[config.mk]
export PLATFORM = sky130hd
export DESIGN_NAME = sample_voice_sched
export DESIGN_NICKNAME = d
export VERILOG_FILES = /design/src/rtl/sound_pkg.sv /design/src/rtl/voice_channel.sv /design/src/rtl/sample_voice_sched.sv
export SDC_FILE = /design/constraint.sdc
export NUM_CORES = 1
export LEC_CHECK = 0
export CAP_MARGIN = 10
export CORE_ASPECT_RATIO = 0.6
export CORE_MARGIN = 8
export CORE_UTILIZATION = 23
export CTS_CLUSTER_SIZE = 24
export DETAILED_ROUTE_END_ITERATION = 8
export GPL_ROUTABILITY_DRIVEN = 0
export PLACE_DENSITY = 0.45
export SETUP_SLACK_MARGIN = 0.15
export SLEW_MARGIN = 20
export SYNTH_ARGS = -nofsm -noshare
export SYNTH_HDL_FRONTEND = slang
export SYNTH_SLANG_ARGS = --single-unit
[constraint.sdc]
create_clock -name clk -period 2.3 [get_ports clk]
set_input_delay 0.345 -clock clk [delete_from_list [all_inputs] [get_ports clk]]
set_output_delay 0.345 -clock clk [all_outputs]
set_load 0.01 [all_outputs]
[src/rtl/sound_pkg.sv]
// sound_pkg: constants shared by the sample voice scheduler.
//   - SILENCE            : mid-scale unsigned sample (no output)
//   - MAX_VOICES         : voices addressable from output_latch[7:1]
//   - sched_state_e      : scheduler FSM states
//   - voice_base/len()   : per-voice sample ROM table lookup, per game
package sound_pkg;

    localparam logic [7:0] SILENCE    = 8'h80;
    localparam int         MAX_VOICES = 7;

    typedef enum logic [1:0] {
        ST_IDLE,
        ST_SCAN,
        ST_REQ
    } sched_state_e;

    // Tables have 8 entries so a 3-bit voice index never runs off the end;
    // entry 7 is unreachable from output_latch.
    localparam logic [24:0] BASE_SW [8] = '{
        25'h0100000, 25'h0110000, 25'h0120000, 25'h0130000,
        25'h0140000, 25'h0150000, 25'h0160000, 25'h0170000
    };
    localparam logic [15:0] LEN_SW [8] = '{
        16'd3, 16'd20, 16'd6, 16'd40, 16'd16, 16'd16, 16'd16, 16'd16
    };
    localparam logic [24:0] BASE_RB [8] = '{
        25'h1800000, 25'h1808000, 25'h1810000, 25'h1818000,
        25'h1820000, 25'h1828000, 25'h1830000, 25'h1838000
    };
    localparam logic [15:0] LEN_RB [8] = '{
        16'd5, 16'd9, 16'd4, 16'd4, 16'd4, 16'd4, 16'd4, 16'd4
    };

    function automatic logic [24:0] voice_base(input logic rb, input logic [2:0] v);
        return rb ? BASE_RB[v] : BASE_SW[v];
    endfunction

    function automatic logic [15:0] voice_len(input logic rb, input logic [2:0] v);
        return rb ? LEN_RB[v] : LEN_SW[v];
    endfunction

endpackage

[src/rtl/voice_channel.sv]
// voice_channel: per-voice state for the sample scheduler.
//   clk, rst    : clock, synchronous active-high reset
//   trig_i      : level from output_latch; a rising edge (re)starts the voice
//   ack_i       : fetch for this voice completed, data_i holds the byte
//   len_i       : sample length in bytes for the selected game
//   silence_i   : voice was skipped by the scheduler; output goes silent
//   active_o    : voice is playing
//   offset_o    : next byte offset to fetch
//   sample_o    : current output sample
module voice_channel
    import sound_pkg::*;
(
    input  logic        clk,
    input  logic        rst,
    input  logic        trig_i,
    input  logic        ack_i,
    input  logic [7:0]  data_i,
    input  logic [15:0] len_i,
    input  logic        silence_i,
    output logic        active_o,
    output logic [15:0] offset_o,
    output logic [7:0]  sample_o
);

    logic        prev_q;
    logic        active_q;
    logic [15:0] offset_q;
    logic [7:0]  sample_q;
    logic        trig;
    logic        last;

    assign trig = trig_i & ~prev_q;
    assign last = (offset_q == len_i - 16'd1);

    always_ff @(posedge clk) begin
        if (rst) begin
            // Edge detector loads the live level so a held bit is not a trigger.
            prev_q   <= trig_i;
            active_q <= 1'b0;
            offset_q <= '0;
            sample_q <= SILENCE;
        end else begin
            prev_q <= trig_i;
            // A retrigger on the final byte keeps the voice alive, so the
            // fetched byte is played instead of silence.
            if (ack_i)
                sample_q <= (last && !trig) ? SILENCE : data_i;
            else if (silence_i)
                sample_q <= SILENCE;
            if (trig) begin
                active_q <= 1'b1;
                offset_q <= '0;
            end else if (ack_i) begin
                offset_q <= offset_q + 16'd1;
                if (last)
                    active_q <= 1'b0;
            end
        end
    end

    assign active_o = active_q;
    assign offset_o = offset_q;
    assign sample_o = sample_q;

endmodule

[src/rtl/sample_voice_sched.sv]
// sample_voice_sched: shares one SDRAM read port among NUM_VOICES sample
// voices. Each 48 kHz period, every playing voice fetches one byte, lowest
// voice index first.
//   clk, rst       : clock, synchronous active-high reset
//   clk_48KHz_en   : sample-period strobe
//   mod_redbaron   : game select; disables voices 2 and up
//   output_latch   : bit i+1 rising edge triggers voice i
//   sdram_req/addr : read request, held until sdram_ack
//   sdram_ack/data : one-cycle completion with the byte
//   voice_sample   : 8 bits per voice, voice i at [8i+7:8i]
//   voice_active   : voice playing (and enabled for this game)
//   overrun        : sticky; period overran or a fetch timed out
module sample_voice_sched
    import sound_pkg::*;
#(
    parameter int NUM_VOICES  = 4,
    parameter int ACK_TIMEOUT = 255
) (
    input  logic                    clk,
    input  logic                    rst,
    input  logic                    clk_48KHz_en,
    input  logic                    mod_redbaron,
    input  logic [7:0]              output_latch,
    output logic                    sdram_req,
    output logic [24:0]             sdram_addr,
    input  logic                    sdram_ack,
    input  logic [7:0]              sdram_data,
    output logic [8*NUM_VOICES-1:0] voice_sample,
    output logic [NUM_VOICES-1:0]   voice_active,
    output logic                    overrun
);

    localparam int VW = (NUM_VOICES > 1) ? $clog2(NUM_VOICES) : 1;
    localparam int TW = $clog2(ACK_TIMEOUT + 1);

    sched_state_e          state_q;
    logic [NUM_VOICES-1:0] pending_q;
    logic [VW-1:0]         cur_q;
    logic                  req_q;
    logic [24:0]           addr_q;
    logic [TW-1:0]         tmo_q;
    logic                  overrun_q;

    logic [NUM_VOICES-1:0]        act_raw, en_mask, act_eff, eligible;
    logic [NUM_VOICES-1:0]        skip_vec, ack_vec, cur_1h;
    logic [NUM_VOICES-1:0][15:0]  offset, len_vec;
    logic [NUM_VOICES-1:0][7:0]   sample;
    logic [VW-1:0]                sel_idx;
    logic                         sel_vld;
    logic [24:0]                  scan_addr;
    logic                         ack_hit, tmo_hit;
    logic                         unused_latch;

    assign unused_latch = ^output_latch;

    always_comb begin
        en_mask = '1;
        for (int v = 0; v < NUM_VOICES; v++)
            en_mask[v] = !(mod_redbaron && v >= 2);
    end

    assign act_eff  = act_raw & en_mask;
    assign eligible = pending_q & act_eff;
    // Pending voices that lost their enable or stopped are dropped in SCAN.
    assign skip_vec = (state_q == ST_SCAN) ? (pending_q & ~act_eff) : '0;

    // Lowest-index eligible voice wins.
    always_comb begin
        sel_idx = '0;
        sel_vld = 1'b0;
        for (int v = NUM_VOICES - 1; v >= 0; v--) begin
            if (eligible[v]) begin
                sel_vld = 1'b1;
                sel_idx = VW'(v);
            end
        end
    end

    assign scan_addr = voice_base(mod_redbaron, 3'(sel_idx)) + {9'd0, offset[sel_idx]};
    assign cur_1h    = NUM_VOICES'(1) << cur_q;
    assign ack_hit   = (state_q == ST_REQ) && sdram_ack;
    assign tmo_hit   = (state_q == ST_REQ) && !sdram_ack && (tmo_q == TW'(ACK_TIMEOUT - 1));
    assign ack_vec   = ack_hit ? cur_1h : '0;

    for (genvar i = 0; i < NUM_VOICES; i++) begin : g_voice
        assign len_vec[i] = voice_len(mod_redbaron, 3'(i));
        voice_channel u_ch (
            .clk       (clk),
            .rst       (rst),
            .trig_i    (output_latch[i+1]),
            .ack_i     (ack_vec[i]),
            .data_i    (sdram_data),
            .len_i     (len_vec[i]),
            .silence_i (skip_vec[i]),
            .active_o  (act_raw[i]),
            .offset_o  (offset[i]),
            .sample_o  (sample[i])
        );
    end

    always_ff @(posedge clk) begin
        if (rst) begin
            state_q   <= ST_IDLE;
            pending_q <= '0;
            cur_q     <= '0;
            req_q     <= 1'b0;
            addr_q    <= '0;
            tmo_q     <= '0;
            overrun_q <= 1'b0;
        end else begin
            // A strobe outside IDLE is dropped; the running period finishes.
            if (clk_48KHz_en && state_q != ST_IDLE)
                overrun_q <= 1'b1;
            case (state_q)
                ST_IDLE: begin
                    if (clk_48KHz_en) begin
                        pending_q <= act_eff;
                        state_q   <= ST_SCAN;
                    end
                end
                ST_SCAN: begin
                    pending_q <= pending_q & act_eff;
                    if (sel_vld) begin
                        cur_q   <= sel_idx;
                        addr_q  <= scan_addr;
                        req_q   <= 1'b1;
                        tmo_q   <= '0;
                        state_q <= ST_REQ;
                    end else begin
                        state_q <= ST_IDLE;
                    end
                end
                ST_REQ: begin
                    if (ack_hit || tmo_hit) begin
                        req_q     <= 1'b0;
                        pending_q <= pending_q & ~cur_1h;
                        state_q   <= ST_SCAN;
                        if (tmo_hit)
                            overrun_q <= 1'b1;
                    end else begin
                        tmo_q <= tmo_q + TW'(1);
                    end
                end
                default: state_q <= ST_IDLE;
            endcase
        end
    end

    assign sdram_req    = req_q;
    assign sdram_addr   = addr_q;
    assign voice_sample = sample;
    assign voice_active = act_eff;
    assign overrun      = overrun_q;

endmodule

==> results.txt, run 1 <==
die extent in x = 237 um
sequential share of the synthesized area = 42.4%
initial antenna violation count = 1
relative slew slack = 53.0%
CTS tree = built
Initial DRT Pass Iterations = 5
largest net degree at the start of global routing = 32
highest routed layer = met5
dominant register cell in the synthesized netlist = dfxtp_1
max-cap viol count = 0
pwr dens = 601 nW/um^2
reg2reg setup slack = 0.20 ns
vias in the first global route = 5624
Starting DRT DRC Count = 486
Max Transition Viols Final = 0
WL/cell = 17.7 um
main area contributors after synthesis = dfxtp_1 42%, nor2_1 6.2%, nand2_1 4.0%
setup violators final = 0
Mapped Area = 6760 um^2
Fin. Hold Viols = 0
Nets = 945
die span in y = 149 um
IO Count = 84
dpl hpwl = 17200 um
Peak Freq = 0.472 GHz
# hold bufs at CTS = 0
VDD IR max = 0.426 mV
Post-Layout Cell Count = 1293
PortBufs = 76
setup TNS = 0 ns
gr ovfl total = 0
Worst Skew = 0.00912 ns
Worst Setup Start Kind = register
top-area cell type share of the netlist area = 42.4%
diode count = 0
CP Class = register to output port
critical path arrival = 1.77 ns
outcome = finished clean
Ys Warns = 0
Detail Route Antenna Nets = 0
overall routing resource usage = 13.0%
DRC Markers = 0
Metal-1 WL = 12300 um
Core Area = 28800 um^2
Initial Util = 23.4%
die area = 35300 um^2
vias = 6175
wirelength, routed = 22900 um
setup slack after layout = 0.183 ns
RSZ-0062 raised after global routing = yes
crit path capture type = output port
Synth area leader = dfxtp_1
ys async rst share = 0%
pre-CTS WS = -0.158 ns
placed insts = 1266
row cnt = 48
H-tree levels = 4
Worst EP required = 1.96 ns
maximum fanout along the worst path = 5
crit path time final = 2.12 ns
leakage power of the design = 0.00311 uW
Cell variety after synth = 61
Synth Register Bits = 143
Clock Sinks = 143
Worst Max-Slew Pin Slew = 0.704 ns
DR WL met3 = 2150 um
clock slew at reported path FFs = 0.06 ns
first-pass GRT wire length = 35300 um
drt via density = 4.78
CTS buffer count = 17
Synth-to-Final Area Change = 31.0%
clk root buf = clkbuf_16
worst hold path type = primary input to register
Final period util = 92.0%
met2 wire length = 8160 um
Syn Area/Cell = 8.48 um^2
Clock Latency Late Sink = 0.43 ns
cell count after synthesis = 797
share of layout cells above drive strength 1 = 13.2%
EDFF count, synth = 0
maximum clock path buffer count = 2
==> final timing paths <==
check                                 to  cells after the start                startpoint
min reg2reg                sdram_addr[5]                      1             sdram_addr[5]
min                       sdram_addr[17]                      2                       rst
max                      voice_active[3]                      3  g_voice[3].u_ch.active_o
max reg2reg  g_voice[2].u_ch.sample_o[1]                      8                state_q[0]
==> synthesized netlist by cell type (10+ instances only) <==
cell / count
nor2_1: 111
clkbuf_1: 24
or3_1: 16
dfxtp_1: 143
buf_2: 10
a31oi_1: 18
nand2_1: 72
a22oi_1: 22
xor2_1: 21
ha_1: 13
o21ai_0: 21
buf_4: 11
nand3_1: 49
xnor2_1: 30
nor4_1: 14
nor3_1: 19
nand4_1: 23
a32o_1: 16
a21oi_1: 34
inv_1: 26
and4_1: 10
==> logic make-up (layout without fill, tap and decap cells) <==
logic type | count (synthesis) | count (layout) | share of synthesized area, %
multiplexers | 4 | 4 | 0.778
flip-flops | 143 | 143 | 42.4
adder cells (fa/ha/maj) | 13 | 13 | 2.41
AO/OA/AOI/OAI | 151 | 151 | 15.8
XOR/XNOR | 51 | 51 | 6.61
other | 1 | 3 | 0.0555
AND/OR/NAND/NOR | 362 | 362 | 27.1
buffers and inverters | 72 | 191 | 4.80
==> metrics by stage <==
step | utilization [%] | hold WS, ns | power, uW | area, um^2
after floorplan | - | 0.373 | 2720 | 6810
after global placement | 28.8 | 0.459 | 2880 | 8320
after detailed placement | 28.8 | 0.456 | 2880 | 8320
after CTS | 30.6 | 0.229 | 5390 | 8820
after global routing | 30.7 | 0.267 | 5510 | 8850
final | 30.7 | 0.248 | 5320 | 8850
==> where the power goes <==
group / total [uW] / switching [uW] / internal, uW / leakage (uW)
Combinational: 319 / 195 / 123 / 0.00171
Sequential: 2510 / 14.7 / 2500 / 0.00116
Clock: 2500 / 1040 / 1450 / 0.000250
==> cells in the final DEF (no fill, tap or decap), types with 5 or more instances in the layout <==
cell type	Yosys	final
clkdlybuf4s50_1	0	74
nand4_1	23	23
and4_1	10	10
clkbuf_16	0	17
or3_1	16	16
nor4_1	14	13
xor2_1	21	21
nor2_1	111	109
nand2b_1	5	5
a22oi_1	22	22
o21ai_0	21	20
inv_1	26	26
and3_1	9	9
a21oi_1	34	34
a22o_1	9	9
nor3_1	19	19
nand2_1	72	69
nor2b_1	9	8
buf_4	11	59
xnor2_1	30	30
and2_1	5	5
dfxtp_1	143	142
a32o_1	16	16
ha_1	13	10
nand3_1	49	48
a31oi_1	18	18
==> final cells by class <==
class | count | area, um^2
fill | 3042 | 20000
multi-input combinational | 584 | 3640
sequential | 143 | 2860
timing repair buffer | 139 | 1280
clock buffer | 24 | 492
tap | 375 | 469
inverter | 26 | 97.6
clock inverter | 2 | 10.0
==> critical path: stages (launching register included) <==
cell and delay (ns):
dfxtp_1 0.42, nor2b_2 0.20, buf_4 0.18, clkdlybuf4s50_1 0.55
==> layer usage <==
metal  global-route usage [%]  up-vias
li1                         -     3087
met1                     20.1     2912
met2                     15.7      153
met3                     5.00       21
met4                     3.42        2
met5                        0        -
==> what timing repair did <==
| action | CTS | global route |
|---|---|---|
| cloned | 0 | 0 |
| gates resized for setup | 2 | 8 |
| setup buffers | 0 | 1 |
| setup endpoints to repair | 10 | 18 |
| pin swaps | 0 | 1 |
| endpoints found under the hold margin | 0 | 0 |
==> registers in the layout, indices dropped and copies added, names as in the netlist <==
signal                 flops
cur_q                      2
g_voice.u_ch.active_o      4
g_voice.u_ch.offset_o     64
g_voice.u_ch.prev_q        4
g_voice.u_ch.sample_o     32
overrun                    1
pending_q                  4
sdram_addr                21
sdram_req                  1
state_q                    2
tmo_q                      8
(Power assumes the default switching activity.)
==> inputs of run 2 (changes only) <==
--- a/config.mk
+++ b/config.mk
@@ -8,11 +8,12 @@
 export CAP_MARGIN = 10
 export CORE_ASPECT_RATIO = 0.6
 export CORE_MARGIN = 8
-export CORE_UTILIZATION = 23
+export CORE_UTILIZATION = 57
 export CTS_CLUSTER_SIZE = 24
 export DETAILED_ROUTE_END_ITERATION = 8
+export DONT_BUFFER_PORTS = 1
 export GPL_ROUTABILITY_DRIVEN = 0
-export PLACE_DENSITY = 0.45
+export PLACE_DENSITY = 0.79
 export SETUP_SLACK_MARGIN = 0.15
 export SLEW_MARGIN = 20
 export SYNTH_ARGS = -nofsm -noshare
==> run 2 against run 1 <==
Hold slack lost 0.21 ns. Sequential cell count is the same. Die area shrank 55%. Final cell count shrank 24%. Sequential share of layout area grew 4.7 points. Sequential power is essentially flat. Utilization grew 37 points. Combinational power shrank 31%. Design area shrank 12%. Highest routed layer is now met4.
==> results.txt, run 2 (synthesis gave the netlist of run 1 again) <==
outcome = finished clean
Crit path max-delay family = multiplexers
# fillers = 906 (-70%)
Worst R2R Path Depth = 8 (unchanged)
Nets = 839 (-11%)
drt via density = 6.23 (+30%)
hold path depth = 1 (-1)
overall routing resource usage = 24.5% (+12 points)
Final period util = 91.5% (-0.53 points)
WL/cell = 19.7 um (+11%)
share of layout cells above drive strength 1 = 12.3% (-0.83 points)
gr ovfl total = 0 (unchanged)
Detail Route Antenna Nets = 0 (unchanged)
CTS buffer count = 17 (unchanged)
vias = 6093 (-1.3%)
critical path's largest stage delay = 0.58 ns (+0.03 ns)
Worst EP required = 2.66 ns (+0.70 ns)
DRC Markers = 0 (unchanged)
diode count = 0 (unchanged)
Initial Util = 59.2% (+36 points)
critical path arrival = 2.46 ns (+0.69 ns)
row cnt = 30 (-38%)
Worst path depth = 8 (+5)
maximum fanout along the worst path = 4 (-1)
crit path from = pending_q[0]
Synth-to-Final Area Change = 14.7%
wirelength, routed = 19200 um (-16%)
total power = 5490 uW (+3.2%)
hold path startpoint = sdram_data[1]
Clock Latency Late Sink = 0.43 ns (about the same)
RSZ-0062 raised after global routing = no
VDD IR max = 0.470 mV (+10%)
worst hold path type = primary input to register
first-pass GRT wire length = 30300 um (-14%)
H-tree levels = 4 (unchanged)
CP Class = register to register
critical path buffer and inverter count = 0 (-2)
CTS tree = built
dpl hpwl = 13400 um (-22%)
die span in y = 100 um (-33%)
Starting DRT DRC Count = 713 (+47%)
Worst Max-Slew Pin Slew = 0.687 ns (-0.0164 ns)
IO Count = 84 (unchanged)
maximum clock path buffer count = 2 (unchanged)
pwr dens = 709 nW/um^2 (+18%)
commonest non-fill, non-tap cell in the layout = dfxtp_1
Hold WS = 0.0411 ns (-0.207 ns)
setup TNS = 0 ns (unchanged)
commonest cells after routing, fill and taps aside = 139 x dfxtp_1, 111 x nor2_1, 69 x nand2_1
clk root buf = clkbuf_16
Clock Sinks = 143 (unchanged)
Worst Setup Start Kind = register
setup violators final = 0 (unchanged)
Initial DRT Pass Iterations = 6 (+1)
Peak Freq = 0.475 GHz (+0.58%)
Critical Path Most Common Cell = nand2_4
Core Area = 11400 um^2 (-60%)
PortBufs = 0 (-100%)
R2R Path Start = pending_q[0]
die area = 15700 um^2 (-55%)
Crit-path slowest cell = mux4_2
leakage power of the design = 0.00274 uW (-12%)
relative slew slack = 53.7% (+0.72 points)
final instance area = 7750 um^2 (-12%)
largest net degree at the start of global routing = 36 (+13%)
Max Transition Viols Final = 0 (unchanged)
clock slew at reported path FFs = 0.07 ns (about the same)
vias in the first global route = 5743 (+2.1%)
Fin. Hold Viols = 0 (unchanged)
max-cap viol count = 0 (unchanged)
cell chain of the critical path = nand2_4, nand2_4, nor3_4, mux4_2, ha_4, ha_2, xnor2_2, a211oi_2
DP Area = 6950 um^2 (-16%)
initial antenna violation count = 0 (-1)
crit path capture type = register
crit path time final = 2.10 ns (-0.0122 ns)
Worst Skew = 0.0116 ns (+0.00249 ns)
die extent in x = 157 um (-34%)
max FFs per register = 64 (unchanged)
-- run 2: final cells by class --
type	count	area [um^2]	share of cell area (%)
multi-input cells	584	3680	47.5
clock buffers	17	425	5.49
flip-flops and latches	143	2870	37.0
clock inverters	15	188	2.42
repair buffers	33	285	3.68
inverters	26	97.6	1.26
well taps	160	200	2.58
-- run 2: final timing paths --
| kind | to | slack (ns) |
|---|---|---|
| max | sdram_addr[17] | 0.20 |
| min | g_voice[1].u_ch.sample_o[1] | 0.04 |
| min reg2reg | tmo_q[6] | 0.50 |
| max reg2reg | sdram_addr[17] | 0.20 |
-- run 2: routing by layer --
layer	global-route usage (%)	routed length [um]	up-vias
met3	8.45	2370	39
met2	36.1	8250	324
met4	8.82	415	0
li1	-	-	2872
met5	0	0	-
met1	32.5	8190	2858
-- run 2: metrics by stage --
stage	instances	setup slack, ns	utilization, %
4_1_cts	974	0.143	67.0
6_report	978	0.195	67.9
5_1_grt	978	0.136	67.9
3_3_place_gp	936	0.0400	60.9
2_1_floorplan	799	0.157	-
3_5_place_dp	936	-0.0255	60.9
-- run 2: power by group --
group / total [uW] / switching, uW / internal, uW / leakage (uW)
registers: 2510 / 19.8 / 2490 / 0.00116
logic: 220 / 153 / 67.1 / 0.00129
clock network: 2760 / 1290 / 1470 / 0.000294
-- run 2: repair_timing --
| item | in CTS | in global routing |
|---|---|---|
| hold endpoints to repair | 39 | 0 |
| endpoints found under the setup margin | 28 | 52 |
| pin swaps | 0 | 8 |
| hold buffers | 6 | 0 |
| setup buffers | 0 | 4 |
| gates resized for setup | 4 | 16 |
